`src/rtl/sharp_coef_sched.sv`:
```
// ---------------------------------------------------------------------------
// sharp_coef_sched
//
// Frame-boundary scheduler for the sharpening filter's coefficient input.
// It forwards the upstream stream handshake to the filter. After the last
// input beat of a frame it closes the gate. The gate stays closed until that
// frame's EOF leaves the filter output, or until a drain timeout expires. In
// one UPDATE cycle inside that gap, the live coefficient moves one step
// toward a software-set target. The coefficient therefore never changes
// mid-frame, and sharpening can fade in or out over several frames.
//
// Ports:
//   clk, rst_n            clock, asynchronous active-low reset
//   cfg_wr                one-cycle strobe latching cfg_target / cfg_step
//   cfg_target            requested final coefficient
//   cfg_step              per-frame increment (0 = jump to target)
//   s_val / s_rdy         upstream handshake (from the window generator)
//   s_sof / s_eof         upstream frame markers
//   f_val / f_rdy         handshake toward the filter input
//   mon_val/mon_rdy/mon_eof  tap on the filter output handshake
//   coef_out              live coefficient to the filter (registered)
//   frame_cnt             completed-frame count, wraps
//   ramp_done             coef_out equals the latched target
//   busy                  scheduler is in DRAIN or UPDATE
//   err_timeout           sticky drain-timeout flag, cleared only by reset
// ---------------------------------------------------------------------------
module sharp_coef_sched #(
  parameter int COEF_WIDTH    = 8,
  parameter int CNT_WIDTH     = 16,
  parameter int DRAIN_TIMEOUT = 4096,
  parameter int INIT_COEF     = 64
) (
  input  logic                  clk,
  input  logic                  rst_n,
  input  logic                  cfg_wr,
  input  logic [COEF_WIDTH-1:0] cfg_target,
  input  logic [COEF_WIDTH-1:0] cfg_step,
  input  logic                  s_val,
  output logic                  s_rdy,
  input  logic                  s_sof,
  input  logic                  s_eof,
  output logic                  f_val,
  input  logic                  f_rdy,
  input  logic                  mon_val,
  input  logic                  mon_rdy,
  input  logic                  mon_eof,
  output logic [COEF_WIDTH-1:0] coef_out,
  output logic [CNT_WIDTH-1:0]  frame_cnt,
  output logic                  ramp_done,
  output logic                  busy,
  output logic                  err_timeout
);

  // The timer counts 0 .. DRAIN_TIMEOUT-1.
  localparam int TW = (DRAIN_TIMEOUT > 1) ? $clog2(DRAIN_TIMEOUT) : 1;
  localparam logic [TW-1:0]         TIMER_LAST = TW'(DRAIN_TIMEOUT - 1);
  localparam logic [COEF_WIDTH-1:0] COEF_RST   = COEF_WIDTH'(INIT_COEF);

  typedef enum logic [1:0] {
    ST_IDLE,
    ST_RUN,
    ST_DRAIN,
    ST_UPDATE
  } state_t;

  state_t                state_q, state_d;
  logic [TW-1:0]         timer_q;
  logic [COEF_WIDTH-1:0] coef_q, coef_step_d;
  logic [COEF_WIDTH-1:0] target_q, step_q;
  logic [CNT_WIDTH-1:0]  frame_cnt_q;
  logic                  err_q;

  logic gate_open, acc, oeof, timeout_hit;

  // Handshake gating: purely combinational, so that the filter sees no
  // extra latency. Data and sideband do not pass through this block.
  assign gate_open = (state_q == ST_IDLE) || (state_q == ST_RUN);
  assign f_val     = s_val & gate_open;
  assign s_rdy     = f_rdy & gate_open;
  assign acc       = s_val & s_rdy;
  assign oeof      = mon_val & mon_rdy & mon_eof;

  assign timeout_hit = (state_q == ST_DRAIN) && !oeof && (timer_q == TIMER_LAST);

  // Next-state logic. The output EOF is only looked at while in DRAIN. An
  // output EOF in the same cycle as the RUN->DRAIN transition therefore
  // belongs to an older frame and is ignored.
  always_comb begin
    // NOTE: assign a default to every always_comb output first, so that no
    // path through the case leaves it unassigned and infers a latch.
    state_d = state_q;
    unique case (state_q)
      ST_IDLE: begin
        if (acc && s_sof) state_d = s_eof ? ST_DRAIN : ST_RUN;
      end
      ST_RUN: begin
        if (acc && s_eof) state_d = ST_DRAIN;
      end
      ST_DRAIN: begin
        if (oeof || (timer_q == TIMER_LAST)) state_d = ST_UPDATE;
      end
      ST_UPDATE: state_d = ST_IDLE;
      default:   state_d = ST_IDLE;
    endcase
  end

  // Step arithmetic, done one bit wider than the coefficient so that the
  // sum cannot wrap. The down path clamps at zero before it is compared
  // with the target.
  logic [COEF_WIDTH:0] coef_x, tgt_x, step_x, up_sum, dn_diff;

  always_comb begin
    coef_x  = {1'b0, coef_q};
    tgt_x   = {1'b0, target_q};
    step_x  = {1'b0, step_q};
    up_sum  = coef_x + step_x;
    dn_diff = (step_x > coef_x) ? '0 : (coef_x - step_x);

    coef_step_d = coef_q;
    if (step_q == '0) begin
      coef_step_d = target_q;
    end else if (coef_x < tgt_x) begin
      coef_step_d = (up_sum > tgt_x) ? target_q : up_sum[COEF_WIDTH-1:0];
    end else if (coef_x > tgt_x) begin
      coef_step_d = (dn_diff < tgt_x) ? target_q : dn_diff[COEF_WIDTH-1:0];
    end
  end

  // NOTE: sequential state uses non-blocking assignments only. Every
  // register then samples pre-edge values. This is also why a cfg_wr that
  // lands in the UPDATE cycle does not affect that cycle's step.
  always_ff @(posedge clk or negedge rst_n) begin
    if (!rst_n) begin
      state_q     <= ST_IDLE;
      timer_q     <= '0;
      coef_q      <= COEF_RST;
      target_q    <= COEF_RST;
      step_q      <= '0;
      frame_cnt_q <= '0;
      err_q       <= 1'b0;
    end else begin
      state_q <= state_d;

      if ((state_d == ST_DRAIN) && (state_q != ST_DRAIN)) begin
        timer_q <= '0;
      end else if (state_q == ST_DRAIN) begin
        timer_q <= timer_q + TW'(1);
      end

      if (cfg_wr) begin
        target_q <= cfg_target;
        step_q   <= cfg_step;
      end

      if (state_q == ST_UPDATE) begin
        coef_q      <= coef_step_d;
        frame_cnt_q <= frame_cnt_q + CNT_WIDTH'(1);
      end

      if (timeout_hit) err_q <= 1'b1;
    end
  end

  assign coef_out    = coef_q;
  assign frame_cnt   = frame_cnt_q;
  assign ramp_done   = (coef_q == target_q);
  assign busy        = (state_q == ST_DRAIN) || (state_q == ST_UPDATE);
  assign err_timeout = err_q;

endmodule

```
`config.mk`:
```
export PLATFORM = sky130hd
export DESIGN_NAME = sharp_coef_sched
export DESIGN_NICKNAME = d
export VERILOG_FILES = /design/src/rtl/sharp_coef_sched.sv
export SDC_FILE = /design/constraint.sdc
export NUM_CORES = 1
export LEC_CHECK = 0
export BUFFER_PORTS_ARGS = -buffer_cell sky130_fd_sc_hd__clkbuf_2
export CORE_MARGIN = 2
export CORE_UTILIZATION = 30
export CTS_BUF_LIST = sky130_fd_sc_hd__clkbuf_8
export DETAILED_ROUTE_END_ITERATION = 10
export HOLD_SLACK_MARGIN = 0.05
export PLACE_DENSITY = 0.49
export RECOVER_POWER = 50
export SETUP_SLACK_MARGIN = 0.2
export SLEW_MARGIN = 40
export SYNTH_ARGS = -nofsm -noshare
export SYNTH_HDL_FRONTEND = slang
export SYNTH_SLANG_ARGS = --single-unit
```
`constraint.sdc`:
```
create_clock -name clk -period 7.65 [get_ports clk]
set_clock_uncertainty 0.15 [all_clocks]
set_input_delay 1.9125 -clock clk [delete_from_list [all_inputs] [get_ports clk]]
set_output_delay 1.9125 -clock clk [all_outputs]
set_load 0.01 [all_outputs]
```
* Yosys cells after proc, flatten, opt, wreduce, memory -nomap -nowiden
Index checks and enable logic that the tools add are counted.
Storage, ports and cells: register bits 55, bits of input ports 26, output and inout bits 29, word-level logic and storage cells 55
Operators by class: add/subtract/negate cells 4, order comparisons 5, equal/unequal tests 7, multiplexer cells 13, bitwise operators 5, reduce and logical (&&, ||, !) cells 14
Operators with widths (count):
- $mux 8 | 5
- $mux 12 | 2
- $add 16x1->16 const B | 1
- $gt 8x8->1 | 2
- $add 12x1->12 const B | 1
- $eq 12x12->1 const B | 1
- $add 8x8->9 | 1
- $gt 9x8->1 | 1
- $lt 9x8->1 | 1
- $mux 9 | 1
- $sub 8x8->9 | 1
- $eq 8x8->1 | 1
- $logic_not 8->1 | 1
- $lt 8x8->1 | 1
- $mux 2 | 4
- $pmux 2 s4 | 1
- $eq 2x2->1 const B | 3
- $and 1x1->1 | 5
- $logic_and 1x1->1 | 5
- $logic_or 1x1->1 | 3
- $reduce_bool 3->1 | 1
- $eq 2x1->1 const B | 1
- $logic_not 2->1 | 1
- $ne 2x2->1 const B | 1
- 3 further kinds | 3

* Depth between registers and ports, before layout
Gate-level depths: netlist (run 1).
word-level depth 10, gate-level depth with buffers 15, depth with buffers taken out 15

* Worst setup path before layout (run 1)
OpenSTA, ideal clock, no wires.
path type input port to output port, start input s_val, end output f_val, data arrival time 2110 ps, data required time 5588 ps, slack 3478 ps, stages on the path 1, buffers on the path 0, cell sequence nor2b_1
On the way: word-level cells in the longest chain between the ends 1
RTL lines:
- start: declaration | line 38 | input logic s_val,
- $and 1x1->1 | line 78 | assign f_val = s_val & gate_open;
- end: declaration | line 42 | output logic f_val,
Every way passes these cells.

==> impl_metrics.prom, run 1 <==
# TYPE chip_impl_metric gauge
chip_impl_metric{name="slew_viol_final",unit=""} 56
chip_impl_metric{name="post_synth_fa_ha_maj_area_fraction",unit="%"} 13.31
chip_impl_metric{name="reg2regPathDepth",unit=""} 15
chip_impl_metric{name="timing.final.crit_period",unit="ns"} 4.599
chip_impl_metric{name="cts-buffers-inserted",unit=""} 5
chip_impl_metric{name="num_rows",unit=""} 42
chip_impl_metric{name="netlist_cell_types",unit=""} 73
chip_impl_metric{name="yosys_register_bits",unit=""} 55
chip_impl_metric{name="detail_route.wl_per_cell",unit="µm"} 16.92
chip_impl_info{name="hold_path.startpoint",value="frame_cnt[15]$_DFFE_PN0P_"} 1
chip_impl_metric{name="vias",unit=""} 3598
chip_impl_metric{name="multi_input_area",unit="mm²"} 0.002586
chip_impl_metric{name="max_freq",unit="GHz"} 0.2174
chip_impl_metric{name="timing.max_slew.rel_slack",unit="%"} -107.0
chip_impl_metric{name="io_pins",unit=""} 55
chip_impl_metric{name="placeableCoreArea",unit="mm²"} 0.01340
chip_impl_metric{name="finalWirelength",unit="µm"} 11370
chip_impl_metric{name="nets",unit=""} 565
chip_impl_metric{name="grt.overflow.total",unit=""} 0
chip_impl_info{name="criticalPathCategory",value="in -> async"} 1
chip_impl_metric{name="cts_hold_buffers",unit=""} 0
chip_impl_info{name="failed_checks",value="max-capacitance violations, max-slew violations"} 1
chip_impl_metric{name="tightestPinTransition",unit="ns"} 3.106
chip_impl_info{name="start_kind",value="input port"} 1
chip_impl_metric{name="postcts_resize_cnt",unit=""} 0
chip_impl_info{name="cp_cell_sequence",value="clkbuf_2 > clkbuf_1"} 1
chip_impl_metric{name="synth_area_per_cell",unit="µm²"} 9.293
chip_impl_metric{name="cts_max_path_buffers",unit=""} 2
chip_impl_metric{name="cts-htree-levels",unit=""} 2
chip_impl_metric{name="post-cts-setup-buffers",unit=""} 0
chip_impl_info{name="outcome",value="complete, but fails checks"} 1
chip_impl_metric{name="initial_core_util",unit="%"} 31.00
chip_impl_info{name="cts_root_buf",value="clkbuf_8"} 1
chip_impl_info{name="commonest_non_fill_non_tap_cell_in_the_layout",value="clkbuf_2"} 1
chip_impl_info{name="hold_path.class",value="reg -> reg"} 1
chip_impl_info{name="crit_slowest_cell",value="clkbuf_1"} 1
chip_impl_info{name="grt_setup_unrepaired",value="false"} 1
chip_impl_info{name="cp-end-kind",value="async pin"} 1
chip_impl_info{name="main_combinational_cell_family_by_area_after_synthesis",value="compound AO/OA/AOI/OAI gates"} 1
chip_impl_metric{name="crit_arrival",unit="ns"} 4.23
chip_impl_metric{name="synth_compound_gate_area_share",unit="%"} 22.86
chip_impl_metric{name="via_per_inst",unit=""} 5.354
chip_impl_metric{name="asyncSetResetFlopFracSynth",unit="%"} 100.0
chip_impl_metric{name="floorplan.die_area",unit="mm²"} 0.01480
chip_impl_metric{name="power.ir.vdd_worst",unit="mV"} 0.1418
chip_impl_metric{name="whs_path_depth",unit=""} 1
chip_impl_metric{name="grt_use_total",unit="%"} 16.28
chip_impl_metric{name="place_inst",unit=""} 665
chip_impl_metric{name="synthXorXnorAreaFrac",unit="%"} 5.271
chip_impl_metric{name="worst_case_register_to_register_setup_slack",unit="ns"} 3.48
chip_impl_metric{name="finalHoldViolCount",unit=""} 0
chip_impl_metric{name="synth_sequential_area_ratio",unit="%"} 33.19
chip_impl_metric{name="power_leakage",unit="nW"} 2.083
chip_impl_metric{name="drive_gt1_share",unit="%"} 18.75
chip_impl_metric{name="muxShareOfSynthArea",unit="%"} 1.506
chip_impl_metric{name="die_y",unit="µm"} 121.7
chip_impl_metric{name="clock_sinks",unit=""} 55
chip_impl_metric{name="worst_setup_hold_path_clk_slew",unit="ns"} 0.10
chip_impl_metric{name="die-width",unit="µm"} 121.7
chip_impl_metric{name="number_of_global_route_vias_before_repair",unit=""} 3548
chip_impl_info{name="layout_common_cells",value="clkbuf_2, dfrtp_1, nand2_1"} 1
chip_impl_info{name="cts_tree",value="done"} 1
chip_impl_metric{name="regArea",unit="mm²"} 0.001379
chip_impl_metric{name="portBuffers",unit=""} 54
chip_impl_metric{name="firstDrtPassIters",unit=""} 4
chip_impl_metric{name="grt_max_degree",unit=""} 56
chip_impl_metric{name="synthesis.area",unit="mm²"} 0.004154
chip_impl_metric{name="hpwl_detailed",unit="µm"} 8678
chip_impl_metric{name="later_pin_clock_latency_in_the_skew_report",unit="ns"} 0.33
chip_impl_metric{name="antenna_violating_nets_post_route",unit=""} 0
chip_impl_metric{name="synth_simple_gate_area_share",unit="%"} 19.31
chip_impl_info{name="worst_min_delay_path_endpoint",value="frame_cnt[15]$_DFFE_PN0P_"} 1
chip_impl_metric{name="power.density_cell_area",unit="mW/mm²"} 399.7
chip_impl_metric{name="finalWorstSetupSlack",unit="ns"} 3.051
chip_impl_info{name="synth_ff_type",value="dfrtp_1"} 1
chip_impl_metric{name="drv.max_cap_violation_count",unit=""} 1
chip_impl_metric{name="layout.cells.non_filler",unit=""} 672
chip_impl_metric{name="grt_pass1_wl",unit="µm"} 18490
chip_impl_metric{name="report.final.setup_viol",unit=""} 0
chip_impl_metric{name="edff_count_synth",unit=""} 0
chip_impl_info{name="crit-reg2reg-launch",value="coef_out[0]$_DFFE_PN0P_"} 1
chip_impl_metric{name="critPathRequiredTime",unit="ns"} 7.28
chip_impl_metric{name="total_of_warnings_raised_by_yosys",unit=""} 0
chip_impl_metric{name="fin_crit_share",unit="%"} 60.12
chip_impl_metric{name="synthCells",unit=""} 447
chip_impl_metric{name="synthesis.nets",unit=""} 516
chip_impl_metric{name="layout.filler_cells",unit=""} 1418
chip_impl_metric{name="detail_route.drc_violations",unit=""} 0
chip_impl_metric{name="synthToLayoutAreaGrowth",unit="%"} 11.99
chip_impl_metric{name="critPathBufInv",unit=""} 2
chip_impl_metric{name="dp_worst_setup_slack",unit="ns"} 3.317
chip_impl_metric{name="worst_path_largest_cell_delay",unit="ns"} 2.18
chip_impl_info{name="critical_path.reg2reg.endpoint",value="coef_out[1]$_DFFE_PN0P_"} 1
chip_impl_metric{name="crit_path_max_fo",unit=""} 55
chip_impl_metric{name="setup_total_negative_slack",unit="ns"} 0
chip_impl_metric{name="antenna_found_initial",unit=""} 0
chip_impl_info{name="worst_path_dominant_cell_family",value="buffers and inverters"} 1
chip_impl_metric{name="gp_congestion",unit=""} 0.8885
chip_impl_metric{name="antenna-diode-count",unit=""} 0
chip_impl_metric{name="dr.first_iter.drc_count",unit=""} 168
-- Yosys cell counts, types with 6 or more instances --
cell      count  area [µm²]
a211oi_1      6       45.04
a21oi_1      19       95.09
and2_1        7       43.79
and3_1        7       43.79
clkbuf_1      6       22.52
dfrtp_1      53        1326
ha_1         41       513.0
inv_1        28       105.1
nand2_1      49       183.9
nand3_1      15       75.07
nand4_1       9       56.30
nor2_1       21       78.83
nor2b_1      10       62.56
nor3_1        7       35.03
nor4_1        6       37.54
o211ai_1     12       90.09
o21ai_0      27       135.1
xnor2_1      14       122.6
xor2_1       11       96.34
-- metal layers --
metal,routed length (µm),global-route usage [%],vias up
met2,5301,26.40,85
li1,-,-,1736
met4,266,6.681,0
met3,514,3.043,16
met1,5285,21.38,1761
met5,0,0,-
-- registers in the layout, summed over array words and instances (netlist names) --
name / cells
frame_cnt: 16
timer_q: 12
coef_out: 8
step_q: 8
target_q: 8
state_q: 2
err_timeout: 1
-- per-stage QoR --
step / hold slack [ns] / instance area (µm²) / power, W / utilization, %
finish: 0.3228 / 4652 / 0.001859 / 34.72
global route: 0.3544 / 4652 / 0.002028 / 34.72
CTS: 0.3281 / 4656 / 0.001866 / 34.74
detailed placement: 0.3090 / 4568 / 0.001679 / 34.09
global placement: 0.3073 / 4568 / 0.001659 / 34.09
floorplan: 0.2946 / 4154 / 0.001372 / -
-- worst max path at each step --
stage	startpoint	endpoint	depth (start not counted)
after floorplan	s_val	f_val	1
after global placement	f_rdy	s_rdy	3
after detailed placement	f_rdy	s_rdy	3
after CTS	f_rdy	s_rdy	3
after global routing	rst_n	timer_q[4]$_DFFE_PN0P_	2
final	rst_n	step_q[6]$_DFFE_PN0P_	2
-- logic make-up after synthesis --
family,Yosys count
fa+ha+maj,43
mux,6
compound gates,121
flops,55
buf+inv,41
xor+xnor,25
simple gates,156
-- final cells by class --
cell class / count / share of cell area, %
Tap cell: 176 / 4.734
Inverter: 28 / 2.259
Multi-Input combinational cell: 351 / 55.59
Clock inverter: 1 / 0.1076
Sequential cell: 55 / 29.64
Clock buffer: 6 / 1.775
Timing Repair Buffer: 55 / 5.890
-- power by group --
group          switching (W)  total (W)  internal (W)  leakage [nW]
registers          0.0000864   0.000437      0.000350         0.701
logic               0.000753    0.00125      0.000496          1.33
clock network       0.000102   0.000174     0.0000715        0.0470
Note: power is estimated with default switching activity, not from simulation.
==> run 2: changes to the inputs <==
--- a/config.mk
+++ b/config.mk
@@ -5,13 +5,14 @@
 export SDC_FILE = /design/constraint.sdc
 export NUM_CORES = 1
 export LEC_CHECK = 0
+export ABC_AREA = 1
 export BUFFER_PORTS_ARGS = -buffer_cell sky130_fd_sc_hd__clkbuf_2
 export CORE_MARGIN = 2
 export CORE_UTILIZATION = 30
 export CTS_BUF_LIST = sky130_fd_sc_hd__clkbuf_8
 export DETAILED_ROUTE_END_ITERATION = 10
 export HOLD_SLACK_MARGIN = 0.05
-export PLACE_DENSITY = 0.49
+export PLACE_DENSITY = 0.51
 export RECOVER_POWER = 50
 export SETUP_SLACK_MARGIN = 0.2
 export SLEW_MARGIN = 40
==> constraint.sdc (replaced) <==
create_clock -name clk -period 3.99 [get_ports clk]
set_clock_uncertainty 0.15 [all_clocks]
set_input_delay 0.9975 -clock clk [delete_from_list [all_inputs] [get_ports clk]]
set_output_delay 0.9975 -clock clk [all_outputs]
set_load 0.01 [all_outputs]
==> impl_metrics.prom, run 2 <==
# TYPE chip_impl_metric gauge
chip_impl_metric{name="synth_sequential_area_ratio",unit="%"} 33.06
chip_impl_metric{name="synthesis.nets",unit=""} 641
chip_impl_metric{name="power.density_cell_area",unit="mW/mm²"} 762.2
chip_impl_info{name="criticalPathCategory",value="reg -> reg"} 1
chip_impl_metric{name="num_rows",unit=""} 43
chip_impl_metric{name="clock_sinks",unit=""} 55
chip_impl_info{name="grt_setup_unrepaired",value="false"} 1
chip_impl_metric{name="reg2regPathDepth",unit=""} 22
chip_impl_metric{name="placeableCoreArea",unit="mm²"} 0.01372
chip_impl_metric{name="timing.final.crit_period",unit="ns"} 3.538
chip_impl_metric{name="power.ir.vdd_worst",unit="mV"} 0.2163
chip_impl_metric{name="worst_path_largest_cell_delay",unit="ns"} 0.45
chip_impl_metric{name="crit_path_max_fo",unit=""} 9
chip_impl_metric{name="critPathRequiredTime",unit="ns"} 4.06
chip_impl_metric{name="synthToLayoutAreaGrowth",unit="%"} 16.65
chip_impl_info{name="critical_path.reg2reg.endpoint",value="coef_out[4]$_DFFE_PN0P_"} 1
chip_impl_metric{name="layout.cells.non_filler",unit=""} 816
chip_impl_metric{name="yosys_register_bits",unit=""} 55
chip_impl_metric{name="vias",unit=""} 3848
chip_impl_info{name="hold_path.startpoint",value="frame_cnt[15]$_DFFE_PN0P_"} 1
chip_impl_metric{name="largest_reg_flops",unit=""} 16
chip_impl_info{name="start_kind",value="flop"} 1
chip_impl_metric{name="grt.overflow.total",unit=""} 0
chip_impl_metric{name="edff_count_synth",unit=""} 0
chip_impl_info{name="hold_path.class",value="reg -> reg"} 1
chip_impl_metric{name="muxShareOfSynthArea",unit="%"} 0
chip_impl_info{name="cp_cell_sequence",value="ha_1 > fa_2 > a21oi_1 > o21ai_1 > xor2_1 > inv_1 > ha_1 > nand2_1 > nor2_1 > nand2_1 > nand3_1 > nand2_1 > nand2_1 > nand2_1 > nand2_1 > nand2_2 > nand3_4 > nand2_1 > nand3_1 > nand2_1 > nand2_1 > nand2_1"} 1
chip_impl_metric{name="portBuffers",unit=""} 54
chip_impl_metric{name="die_y",unit="µm"} 121.9
chip_impl_info{name="crit_path_top_cell_by_count",value="nand2_1"} 1
chip_impl_metric{name="antenna_found_initial",unit=""} 0
chip_impl_metric{name="total_of_warnings_raised_by_yosys",unit=""} 0
chip_impl_metric{name="tightestPinTransition",unit="ns"} 1.664
chip_impl_info{name="cp-end-kind",value="flop"} 1
chip_impl_metric{name="worst_setup_hold_path_clk_slew",unit="ns"} 0.11
chip_impl_info{name="crit-reg2reg-launch",value="coef_out[0]$_DFFE_PN0P_"} 1
chip_impl_metric{name="timing.max_slew.rel_slack",unit="%"} -10.92
chip_impl_metric{name="synthCells",unit=""} 572
chip_impl_info{name="worst_min_delay_path_endpoint",value="frame_cnt[15]$_DFFE_PN0P_"} 1
chip_impl_metric{name="synth_simple_gate_area_share",unit="%"} 31.59
chip_impl_metric{name="antenna_violating_nets_post_route",unit=""} 0
chip_impl_metric{name="slew_viol_final",unit=""} 29
chip_impl_metric{name="dp_worst_setup_slack",unit="ns"} 0.1868
chip_impl_metric{name="power_leakage",unit="nW"} 2.765
chip_impl_info{name="main_combinational_cell_family_by_area_after_synthesis",value="simple AND/OR/NAND/NOR gates"} 1
chip_impl_metric{name="synth_largest_type_area_fraction",unit="%"} 31.80
chip_impl_info{name="failed_checks",value="max-capacitance violations, max-slew violations"} 1
chip_impl_info{name="synth_top_area_cell",value="dfrtp_1"} 1
chip_impl_info{name="cp_startpoint",value="coef_out[0]$_DFFE_PN0P_"} 1
chip_impl_metric{name="synth_area_per_cell",unit="µm²"} 7.291
chip_impl_info{name="synth_top_cells_by_count",value="nand2_1, inv_1, nand3_1, dfrtp_1, ha_1"} 1
chip_impl_info{name="worst_path_dominant_cell_family",value="simple AND/OR/NAND/NOR gates"} 1
chip_impl_metric{name="hpwl_detailed",unit="µm"} 8795
chip_impl_metric{name="via_per_inst",unit=""} 4.716
chip_impl_metric{name="nets",unit=""} 704
chip_impl_metric{name="netlist_cell_types",unit=""} 34
chip_impl_metric{name="gp_congestion",unit=""} 0.9796
chip_impl_metric{name="floorplan.die_area",unit="mm²"} 0.01486
chip_impl_metric{name="report.final.setup_viol",unit=""} 0
chip_impl_metric{name="later_pin_clock_latency_in_the_skew_report",unit="ns"} 0.33
chip_impl_info{name="synth_ff_type",value="dfrtp_1"} 1
chip_impl_metric{name="firstDrtPassIters",unit=""} 5
chip_impl_metric{name="finalWirelength",unit="µm"} 11230
chip_impl_metric{name="drive_gt1_share",unit="%"} 15.88
chip_impl_metric{name="detail_route.wl_per_cell",unit="µm"} 13.77
chip_impl_metric{name="finalWorstSetupSlack",unit="ns"} 0.4518
chip_impl_metric{name="asyncSetResetFlopFracSynth",unit="%"} 100.0
chip_impl_metric{name="synth_compound_gate_area_share",unit="%"} 8.011
chip_impl_info{name="outcome",value="complete, but fails checks"} 1
chip_impl_info{name="cts_tree",value="done"} 1
chip_impl_metric{name="io_pins",unit=""} 55
chip_impl_metric{name="finalHoldViolCount",unit=""} 0
chip_impl_metric{name="initial_core_util",unit="%"} 30.40
chip_impl_metric{name="detail_route.drc_violations",unit=""} 0
chip_impl_metric{name="whs_path_depth",unit=""} 1
chip_impl_metric{name="cts-buffers-inserted",unit=""} 5
chip_impl_metric{name="drv.max_cap_violation_count",unit=""} 1
chip_impl_metric{name="worst_case_register_to_register_setup_slack",unit="ns"} 0.45
chip_impl_metric{name="antenna-diode-count",unit=""} 0
chip_impl_metric{name="die-width",unit="µm"} 121.9
chip_impl_metric{name="synthesis.area",unit="mm²"} 0.004170
chip_impl_info{name="synth_top_cells_by_area",value="dfrtp_1, nand2_1, ha_1"} 1
chip_impl_metric{name="cts_hold_buffers",unit=""} 0
chip_impl_metric{name="max_freq",unit="GHz"} 0.2826
chip_impl_metric{name="dr.first_iter.drc_count",unit=""} 152
chip_impl_metric{name="crit_arrival",unit="ns"} 3.61
chip_impl_info{name="layout_common_cells",value="nand2_1, inv_1, nand3_1"} 1
chip_impl_metric{name="place_inst",unit=""} 804
chip_impl_metric{name="p_total",unit="W"} 0.003708
chip_impl_metric{name="fin_crit_share",unit="%"} 88.68
chip_impl_metric{name="post_synth_fa_ha_maj_area_fraction",unit="%"} 13.26
chip_impl_metric{name="number_of_global_route_vias_before_repair",unit=""} 3880
chip_impl_metric{name="synthXorXnorAreaFrac",unit="%"} 4.410
chip_impl_metric{name="grt_max_degree",unit=""} 33
chip_impl_info{name="commonest_non_fill_non_tap_cell_in_the_layout",value="nand2_1"} 1
chip_impl_metric{name="cts_max_path_buffers",unit=""} 2
chip_impl_info{name="crit_slowest_cell",value="dfrtp_2"} 1
chip_impl_info{name="post-synth-top-count-cell",value="nand2_1"} 1
chip_impl_metric{name="grt_use_total",unit="%"} 15.87
chip_impl_info{name="cts_root_buf",value="clkbuf_8"} 1
chip_impl_metric{name="setup_total_negative_slack",unit="ns"} 0
chip_impl_metric{name="cts-htree-levels",unit=""} 2
chip_impl_metric{name="grt_pass1_wl",unit="µm"} 18660
chip_impl_metric{name="critPathBufInv",unit=""} 1
[run 2: changes by cell type after synthesis, moves of 8 or more]
cell and change:
nand3_1 +44, inv_1 +63, nand4_1 +8, o211ai_1 -11, xnor2_1 -8, nand2_1 +108, nor2b_1 -10
[run 2: cells by family (layout without fill, tap and decap cells)]
family / Yosys count / after routing
compound gates: 61 / 61
xor+xnor: 21 / 21
fa+ha+maj: 43 / 43
buf+inv: 104 / 168
flops: 55 / 55
simple gates: 288 / 288
[run 2: power breakdown]
| group | total [W] | leakage [nW] | internal [W] | switching [W] |
|---|---|---|---|---|
| clock network | 0.000455 | 0.0695 | 0.000249 | 0.000206 |
| registers | 0.000805 | 0.711 | 0.000682 | 0.000123 |
| logic | 0.00245 | 1.99 | 0.000913 | 0.00154 |
| total | 0.00371 | 2.77 | 0.00184 | 0.00186 |
[run 2: final cells by class]
cell class,count,area [µm²]
clock inverter,3,63.81
multi-input combinational,413,2414
fill,1473,8855
sequential,55,1380
timing repair buffer,66,360.3
inverter,94,352.8
tap,180,225.2
clock buffer,5,68.82
[run 2: metal layers]
metal | part of all wire (%) | wire, µm | track usage, % | up-vias
met5 | 0 | 0 | 0 | -
met4 | 3.8 | 429 | 7.615 | 0
met3 | 3.8 | 432 | 1.966 | 31
met2 | 47 | 5324 | 26.75 | 99
met1 | 45 | 5047 | 20.13 | 1760
li1 | - | - | - | 1958
[run 2: worst max path at each step]
stage / depth (start not counted) / endpoint
finish: 22 / coef_out[4]$_DFFE_PN0P_
CTS: 22 / coef_out[4]$_DFFE_PN0P_
detailed placement: 22 / coef_out[3]$_DFFE_PN0P_
global route: 24 / coef_out[3]$_DFFE_PN0P_
floorplan: 22 / coef_out[1]$_DFFE_PN0P_
global placement: 22 / coef_out[3]$_DFFE_PN0P_
[run 2: worst register-to-register path, cell delays in order (launching register included)]
cell and delay [ns]:
dfrtp_2 0.45, ha_1 0.26, fa_2 0.39, a21oi_1 0.16, o21ai_1 0.09, xor2_1 0.34
inv_1 0.08, ha_1 0.31, nand2_1 0.07, nor2_1 0.15, nand2_1 0.08, nand3_1 0.09
nand2_1 0.05, nand2_1 0.05, nand2_1 0.04, nand2_1 0.07, nand2_2 0.15, nand3_4 0.16
nand2_1 0.07, nand3_1 0.08, nand2_1 0.06, nand2_1 0.05, nand2_1 0.05
[run 2: repair_timing]
item | 4_1_cts | 5_1_grt
pin swaps | 0 | 2
cloned | 0 | 0
gates resized for setup | 1 | 10
setup buffers | 0 | 4
endpoints found under the setup margin | 5 | 8
[run 2: metrics by stage]
stage | utilization [%] | hold slack [ns] | cell area [µm²]
CTS | 35.08 | 0.3392 | 4813
global placement | 34.08 | 0.3097 | 4676
detailed placement | 34.08 | 0.3109 | 4676
finish | 35.46 | 0.3301 | 4865
floorplan | - | 0.3081 | 4170
global route | 35.46 | 0.3698 | 4865
